`config.mk`:
```
export PLATFORM = sky130hd
export DESIGN_NAME = xdma_dsc_byp_sched
export DESIGN_NICKNAME = d
export VERILOG_FILES = /design/src/rtl/xdma_byp_pkg.sv /design/src/rtl/xdma_byp_tag_fifo.sv /design/src/rtl/xdma_dsc_byp_sched.sv
export SDC_FILE = /design/constraint.sdc
export NUM_CORES = 1
export LEC_CHECK = 0
export ABC_CLOCK_PERIOD_IN_PS = 3400
export BUFFER_PORTS_ARGS = -buffer_cell sky130_fd_sc_hd__buf_2
export CORE_AREA = 2 2 339 341
export CTS_BUF_LIST = sky130_fd_sc_hd__clkbuf_16
export CTS_CLUSTER_DIAMETER = 200
export DETAILED_ROUTE_END_ITERATION = 16
export DIE_AREA = 0 0 341 343
export RECOVER_POWER = 100
export REMOVE_ABC_BUFFERS = 1
export SYNTH_ARGS = -nofsm -noshare
export SYNTH_HDL_FRONTEND = slang
export SYNTH_SLANG_ARGS = --single-unit
```
`constraint.sdc`:
```
create_clock -name CLK -period 3.4 [get_ports CLK]
set_input_delay 0.68 -clock CLK [delete_from_list [all_inputs] [get_ports CLK]]
set_output_delay 0.68 -clock CLK [all_outputs]
set_load 0.05 [all_outputs]
```
`src/rtl/xdma_byp_pkg.sv`:
```
// ----------------------------------------------------------------------------
// xdma_byp_pkg
// Shared definitions for the XDMA descriptor-bypass scheduler:
//   - descriptor field widths (source/destination address, byte length, control)
//   - tag_w(): width of a requester tag for a given requester count
//   - byp_state_e: scheduler FSM states
// ----------------------------------------------------------------------------
package xdma_byp_pkg;

    localparam int ADDR_W = 64;
    localparam int LEN_W  = 28;
    localparam int CTL_W  = 16;

    // Bits needed to name one of n requesters (never less than 1).
    function automatic int tag_w(input int n);
        return (n <= 2) ? 1 : $clog2(n);
    endfunction

    typedef enum logic {
        ARB   = 1'b0,
        ISSUE = 1'b1
    } byp_state_e;

endpackage

```
`src/rtl/xdma_byp_tag_fifo.sv`:
```
// ----------------------------------------------------------------------------
// xdma_byp_tag_fifo
// Synchronous FIFO of requester tags, one entry per descriptor in flight.
// Push and pop may occur in the same cycle; the occupancy count is exported.
// Ports:
//   CLK, RST      clock, synchronous active-high reset (empties the FIFO)
//   push_i        write push_tag_i (ignored when full)
//   push_tag_i    tag to write
//   pop_i         drop the head entry (ignored when empty)
//   head_tag_o    oldest tag
//   count_o       number of stored tags
//   empty_o       count_o == 0
//   full_o        count_o == DEPTH
// ----------------------------------------------------------------------------
module xdma_byp_tag_fifo #(
    parameter int TAG_W = 2,
    parameter int DEPTH = 8
) (
    input  logic                       CLK,
    input  logic                       RST,
    input  logic                       push_i,
    input  logic [TAG_W-1:0]           push_tag_i,
    input  logic                       pop_i,
    output logic [TAG_W-1:0]           head_tag_o,
    output logic [$clog2(DEPTH+1)-1:0] count_o,
    output logic                       empty_o,
    output logic                       full_o
);

    localparam int PTR_W = $clog2(DEPTH);
    localparam int CNT_W = $clog2(DEPTH + 1);

    logic [TAG_W-1:0] mem_q [DEPTH];
    logic [PTR_W-1:0] wr_q;
    logic [PTR_W-1:0] rd_q;
    logic [CNT_W-1:0] cnt_q;
    logic [CNT_W-1:0] cnt_d;
    logic             do_push;
    logic             do_pop;

    assign empty_o    = (cnt_q == '0);
    assign full_o     = (cnt_q == CNT_W'(DEPTH));
    assign do_push    = push_i && !full_o;
    assign do_pop     = pop_i && !empty_o;
    assign head_tag_o = mem_q[rd_q];
    assign count_o    = cnt_q;

    always_comb begin
        cnt_d = cnt_q;
        if (do_push && !do_pop) begin
            cnt_d = cnt_q + CNT_W'(1);
        end else if (!do_push && do_pop) begin
            cnt_d = cnt_q - CNT_W'(1);
        end
    end

    // DEPTH is a power of two, so the pointers wrap naturally.
    always_ff @(posedge CLK) begin
        if (RST) begin
            wr_q  <= '0;
            rd_q  <= '0;
            cnt_q <= '0;
        end else begin
            if (do_push) wr_q <= wr_q + PTR_W'(1);
            if (do_pop)  rd_q <= rd_q + PTR_W'(1);
            cnt_q <= cnt_d;
        end
    end

    always_ff @(posedge CLK) begin
        if (do_push) mem_q[wr_q] <= push_tag_i;
    end

endmodule

```
`src/rtl/xdma_dsc_byp_sched.sv`:
```
// ----------------------------------------------------------------------------
// xdma_dsc_byp_sched
// Shares one XDMA descriptor-bypass channel among NUM_REQ requesters using
// round-robin arbitration, one descriptor at a time, at most MAX_OUTSTANDING
// in flight. In-order completions are routed back to the requester that
// issued the descriptor as a one-cycle done_pulse.
// Ports:
//   CLK, RST            user_clk, synchronous active-high reset
//   req_valid/ready     per-requester handshake (ready is a one-cycle accept)
//   req_src_addr/dst_addr/len/ctl  packed per-requester descriptor fields
//   done_pulse          per-requester completion pulse (registered)
//   dsc_byp_*           XDMA descriptor-bypass interface
//   dsc_byp_desc_done   XDMA completion pulse, one per descriptor, in order
//   outstanding_cnt     descriptors loaded but not yet completed
//   err_spurious_done   sticky: completion seen with nothing outstanding
// ----------------------------------------------------------------------------
module xdma_dsc_byp_sched
    import xdma_byp_pkg::*;
#(
    parameter int NUM_REQ         = 4,
    parameter int MAX_OUTSTANDING = 8
) (
    input  logic                                 CLK,
    input  logic                                 RST,
    input  logic [NUM_REQ-1:0]                   req_valid,
    output logic [NUM_REQ-1:0]                   req_ready,
    input  logic [NUM_REQ*ADDR_W-1:0]            req_src_addr,
    input  logic [NUM_REQ*ADDR_W-1:0]            req_dst_addr,
    input  logic [NUM_REQ*LEN_W-1:0]             req_len,
    input  logic [NUM_REQ*CTL_W-1:0]             req_ctl,
    output logic [NUM_REQ-1:0]                   done_pulse,
    input  logic                                 dsc_byp_ready,
    output logic                                 dsc_byp_load,
    output logic [ADDR_W-1:0]                    dsc_byp_src_addr,
    output logic [ADDR_W-1:0]                    dsc_byp_dst_addr,
    output logic [LEN_W-1:0]                     dsc_byp_len,
    output logic [CTL_W-1:0]                     dsc_byp_ctl,
    input  logic                                 dsc_byp_desc_done,
    output logic [$clog2(MAX_OUTSTANDING+1)-1:0] outstanding_cnt,
    output logic                                 err_spurious_done
);

    localparam int TAG_W = tag_w(NUM_REQ);
    localparam int CNT_W = $clog2(MAX_OUTSTANDING + 1);

    byp_state_e          state_q;
    logic [TAG_W-1:0]    rr_q;
    logic [TAG_W-1:0]    tag_q;
    logic [ADDR_W-1:0]   src_q;
    logic [ADDR_W-1:0]   dst_q;
    logic [LEN_W-1:0]    len_q;
    logic [CTL_W-1:0]    ctl_q;
    logic [NUM_REQ-1:0]  done_q;
    logic                err_q;

    logic [ADDR_W-1:0]   src_a [NUM_REQ];
    logic [ADDR_W-1:0]   dst_a [NUM_REQ];
    logic [LEN_W-1:0]    len_a [NUM_REQ];
    logic [CTL_W-1:0]    ctl_a [NUM_REQ];

    logic                gnt_found;
    logic [TAG_W-1:0]    gnt_idx;
    logic [TAG_W-1:0]    rr_d;
    logic                grant;
    int                  cand;
    logic [TAG_W-1:0]    cand_t;

    logic [TAG_W-1:0]    head_tag;
    logic [CNT_W-1:0]    fifo_cnt;
    logic                fifo_empty;
    logic                fifo_full;

    for (genvar i = 0; i < NUM_REQ; i++) begin : g_unpack
        assign src_a[i] = req_src_addr[ADDR_W*i +: ADDR_W];
        assign dst_a[i] = req_dst_addr[ADDR_W*i +: ADDR_W];
        assign len_a[i] = req_len[LEN_W*i +: LEN_W];
        assign ctl_a[i] = req_ctl[CTL_W*i +: CTL_W];
    end

    // Round-robin pick: scan downwards from the farthest candidate so the
    // last hit (closest to rr_q, wrapping) wins.
    always_comb begin
        gnt_found = 1'b0;
        gnt_idx   = '0;
        cand      = 0;
        cand_t    = '0;
        for (int k = NUM_REQ - 1; k >= 0; k--) begin
            cand = int'(rr_q) + k;
            if (cand >= NUM_REQ) cand = cand - NUM_REQ;
            cand_t = TAG_W'(cand);
            if (req_valid[cand_t]) begin
                gnt_found = 1'b1;
                gnt_idx   = cand_t;
            end
        end
    end

    assign rr_d = (gnt_idx == TAG_W'(NUM_REQ - 1)) ? '0 : gnt_idx + TAG_W'(1);

    // Full uses the pre-cycle count, so a completion in the same cycle does
    // not open a slot until the next cycle. RST gates both strobes so nothing
    // is accepted or loaded while the block is being cleared.
    assign grant        = !RST && (state_q == ARB) && gnt_found && !fifo_full;
    assign req_ready    = grant ? (NUM_REQ'(1) << gnt_idx) : '0;
    assign dsc_byp_load = !RST && (state_q == ISSUE) && dsc_byp_ready;

    assign dsc_byp_src_addr  = src_q;
    assign dsc_byp_dst_addr  = dst_q;
    assign dsc_byp_len       = len_q;
    assign dsc_byp_ctl       = ctl_q;
    assign done_pulse        = done_q;
    assign err_spurious_done = err_q;
    assign outstanding_cnt   = fifo_cnt;

    xdma_byp_tag_fifo #(
        .TAG_W (TAG_W),
        .DEPTH (MAX_OUTSTANDING)
    ) u_tag_fifo (
        .CLK        (CLK),
        .RST        (RST),
        .push_i     (dsc_byp_load),
        .push_tag_i (tag_q),
        .pop_i      (dsc_byp_desc_done),
        .head_tag_o (head_tag),
        .count_o    (fifo_cnt),
        .empty_o    (fifo_empty),
        .full_o     (fifo_full)
    );

    always_ff @(posedge CLK) begin
        if (RST) begin
            state_q <= ARB;
            rr_q    <= '0;
            tag_q   <= '0;
            src_q   <= '0;
            dst_q   <= '0;
            len_q   <= '0;
            ctl_q   <= '0;
            done_q  <= '0;
            err_q   <= 1'b0;
        end else begin
            case (state_q)
                ARB: begin
                    if (grant) begin
                        src_q   <= src_a[gnt_idx];
                        dst_q   <= dst_a[gnt_idx];
                        len_q   <= len_a[gnt_idx];
                        ctl_q   <= ctl_a[gnt_idx];
                        tag_q   <= gnt_idx;
                        rr_q    <= rr_d;
                        state_q <= ISSUE;
                    end
                end
                ISSUE: begin
                    if (dsc_byp_load) state_q <= ARB;
                end
                default: state_q <= ARB;
            endcase

            // Completion demux: the head tag names the oldest descriptor.
            done_q <= '0;
            if (dsc_byp_desc_done) begin
                if (fifo_empty) err_q  <= 1'b1;
                else            done_q <= NUM_REQ'(1) << head_tag;
            end
        end
    end

endmodule

```
==> impl_metrics.json <==
{
  "worstPathRequired_ps": 3810,
  "synth_edf_count": 16,
  "root_buffer": "clkbuf_16",
  "synth_common_cells": "306 x mux2i_1, 195 x dfxtp_1, 166 x nand2_1",
  "ctsLongestPathBuffers": 3,
  "die_h_um": 343,
  "area_growth_syn_to_layout_pct": 57.8,
  "cap_violations": 0,
  "tns_ps": 0,
  "min_period_over_period_pct": 92.7,
  "synthSimpleGateAreaFrac_pct": 11.2,
  "wl_per_cell_um": 21.0,
  "cts_resized": 0,
  "ir_drop_uv": 342,
  "grt-ovfl-total": 0,
  "syn_inst": 1214,
  "drv_slew": 0,
  "cts_tree": "yes",
  "die_area_mm2": 0.117,
  "crit_path_max_fanout": 64,
  "numPortBuffers": 881,
  "power.total_mw": 14.2,
  "cts_hold_buf": 0,
  "seq_area_frac_synth_pct": 37.0,
  "avgViaCountPerCell": 3.77,
  "globalRouteMet1Util_pct": 12.4,
  "hpwl_um": 63800,
  "grt_busiest_layer": "met2",
  "rows": 124,
  "yosys.area.top_type_share_pct": 32.9,
  "synth.avg_cell_area_um2": 9.77,
  "grt_max_degree": 71,
  "async_flop_share_pct": 0,
  "crit_chain": "or4b_1, and3_1, nand3_1, buf_2, o221ai_1",
  "numCtsBuffers": 29,
  "start_util_pct": 10.5,
  "final_cells": 3592,
  "cp_data_arrival_time_ps": 3560,
  "ys.warnings.count": 0,
  "htreeDepth": 1,
  "design_area_mm2": 0.0187,
  "yosys.area_share.xor_xnor_pct": 0.443,
  "grtUsageMet2_pct": 21.5,
  "detail-route-antenna-nets": 0,
  "end_kind": "flip-flop",
  "slowest_delay_ps": 970,
  "placed_area_mm2": 0.0180,
  "first_global_vias": 13100,
  "drive_gt1_share_pct": 38.1,
  "routed_wl_um": 75300,
  "hold_viol": 0,
  "startpoint_type": "flip-flop",
  "dr.pass1.iters": 4,
  "synth_top_family_by_area": "multiplexers",
  "synthMostInstantiatedCell": "mux2i_1",
  "gp_congestion": 0.832,
  "crit_buf_inv": 1,
  "tightestPinTransition_ps": 1340,
  "path_delay_family": "simple AND/OR/NAND/NOR gates",
  "p_leak_nw": 8.92,
  "first_iter_violations": 646,
  "clkTransAtPathRegs_ps": 60,
  "setup_viol": 0,
  "yosys-top-cells-area": "dfxtp_1 33%, mux2i_1 26%, o221ai_1 11%",
  "cts_num_sinks": 211,
  "period_needed_ps": 3150,
  "yosysTopAreaCell": "dfxtp_1",
  "numPlacedInstances": 3528,
  "max_freq_ghz": 0.317,
  "synth_area_mm2": 0.0119,
  "critPathSlowestCell": "buf_2",
  "use_met3_pct": 5.76,
  "crit_type": "flip-flop to flip-flop",
  "power_density_mw_per_mm2": 757,
  "max_slew_margin_pct": 10.3,
  "post_cts_buffers": 0,
  "synth_compound_area_share_pct": 17.9,
  "grt_usage_pct": 12.0,
  "status": "completed",
  "clock_latency_ps": 600,
  "min_path_type": "input pin to flip-flop",
  "skew_ps": 21.0,
  "drc": 0,
  "synthFlopType": "dfxtp_1",
  "antenna_found_initial": 66,
  "synth-seq-cells": 211,
  "dieWidth_um": 341,
  "synth_mux_area_share_pct": 26.6,
  "num_io_pins": 882,
  "num_vias": 13500,
  "synthAdderAreaFrac_pct": 1.12,
  "synth_cell_type_count": 47,
  "coreArea_mm2": 0.113,
  "rsz0062_at_grt": "false",
  "grt_pass1_wl_um": 99100,
  "nets": 2753
}
[power breakdown]
group,total [mW],switching (mW),internal [mW]
logic,7.11,5.17,1.93
registers,3.76,0.483,3.28
clock network,3.30,1.30,1.99
[cells in the final DEF, fill, tap and decap left out, types with 4 or more instances in the layout]
master and n:
buf_4 20, clkbuf_1 182, diode_2 13, a21boi_0 19, and3_1 23, clkbuf_16 29, mux4_2 4, mux2i_1 306
ha_1 9, nand2_1 166, o21ai_0 24, clkinv_1 5, nor3_1 4, nand2b_1 27, edfxtp_1 16, clkbuf_2 4
buf_2 697, o311ai_0 19, dfxtp_1 195, buf_12 12, inv_1 8, a21oi_1 29, o221ai_1 151, bufinv_16 6
a21o_1 22, nand3_1 23, nor2_1 19
[per-layer routing]
metal | vias up | part of all wire [%]
met1 | 6295 | 34
met5 | - | 0.21
met4 | 26 | 3.7
met2 | 738 | 49
met3 | 169 | 12
li1 | 6306 | -
[cell families (layout without fill, tap and decap cells)]
group | Yosys count | after routing
simple gates | 285 | 285
flops | 211 | 211
other cells | 0 | 13
xor+xnor | 6 | 6
buf+inv | 121 | 974
compound gates | 271 | 271
fa+ha+maj | 10 | 10
mux | 310 | 310
[final timing paths]
| kind | slack [ps] | start | cells after the start | to |
|---|---|---|---|---|
| worst min-delay path | 300 | dsc_byp_ready | 2 | state_q$_SDFF_PP0_ |
| worst min register to register | 460 | dsc_byp_src_addr[46]$_SDFFE_PP0P_ | 2 | dsc_byp_src_addr[46]$_SDFFE_PP0P_ |
| worst max-delay path | 250 | u_tag_fifo.count_o[0]$_SDFFE_PP0P_ | 5 | dsc_byp_dst_addr[63]$_SDFFE_PP0P_ |
| worst max register to register | 250 | u_tag_fifo.count_o[0]$_SDFFE_PP0P_ | 5 | dsc_byp_dst_addr[63]$_SDFFE_PP0P_ |
[metrics by stage]
| step | util, % | hold WS [ps] | worst slack, ps |
|---|---|---|---|
| after floorplan | - | 452 | -5920 |
| after global placement | 15.8 | 436 | 377 |
| after detailed placement | 15.8 | 443 | 310 |
| after CTS | 16.7 | 237 | 191 |
| after global routing | 16.5 | 265 | 102 |
| final | 16.5 | 303 | 248 |
[registers in the layout, summed over array words and instances, names as in the netlist, 3 cells and up, named ones only]
| register | cells |
|---|---|
| u_tag_fifo.count_o | 4 |
| u_tag_fifo.rd_q | 3 |
| dsc_byp_len | 28 |
| u_tag_fifo.mem_q | 16 |
| dsc_byp_dst_addr | 64 |
| done_pulse | 4 |
| dsc_byp_ctl | 16 |
| u_tag_fifo.wr_q | 3 |
| dsc_byp_src_addr | 64 |
[final cells by class]
type,instances,area (um2)
fillers,12900,94700
multi-input cells,882,6810
repair buffers,917,4600
flip-flops and latches,211,4380
well taps,1512,1890
clock buffers,29,726
clock inverters,22,267
diodes,13,32.5
inverters,6,22.5
(Power assumes the default switching activity.)
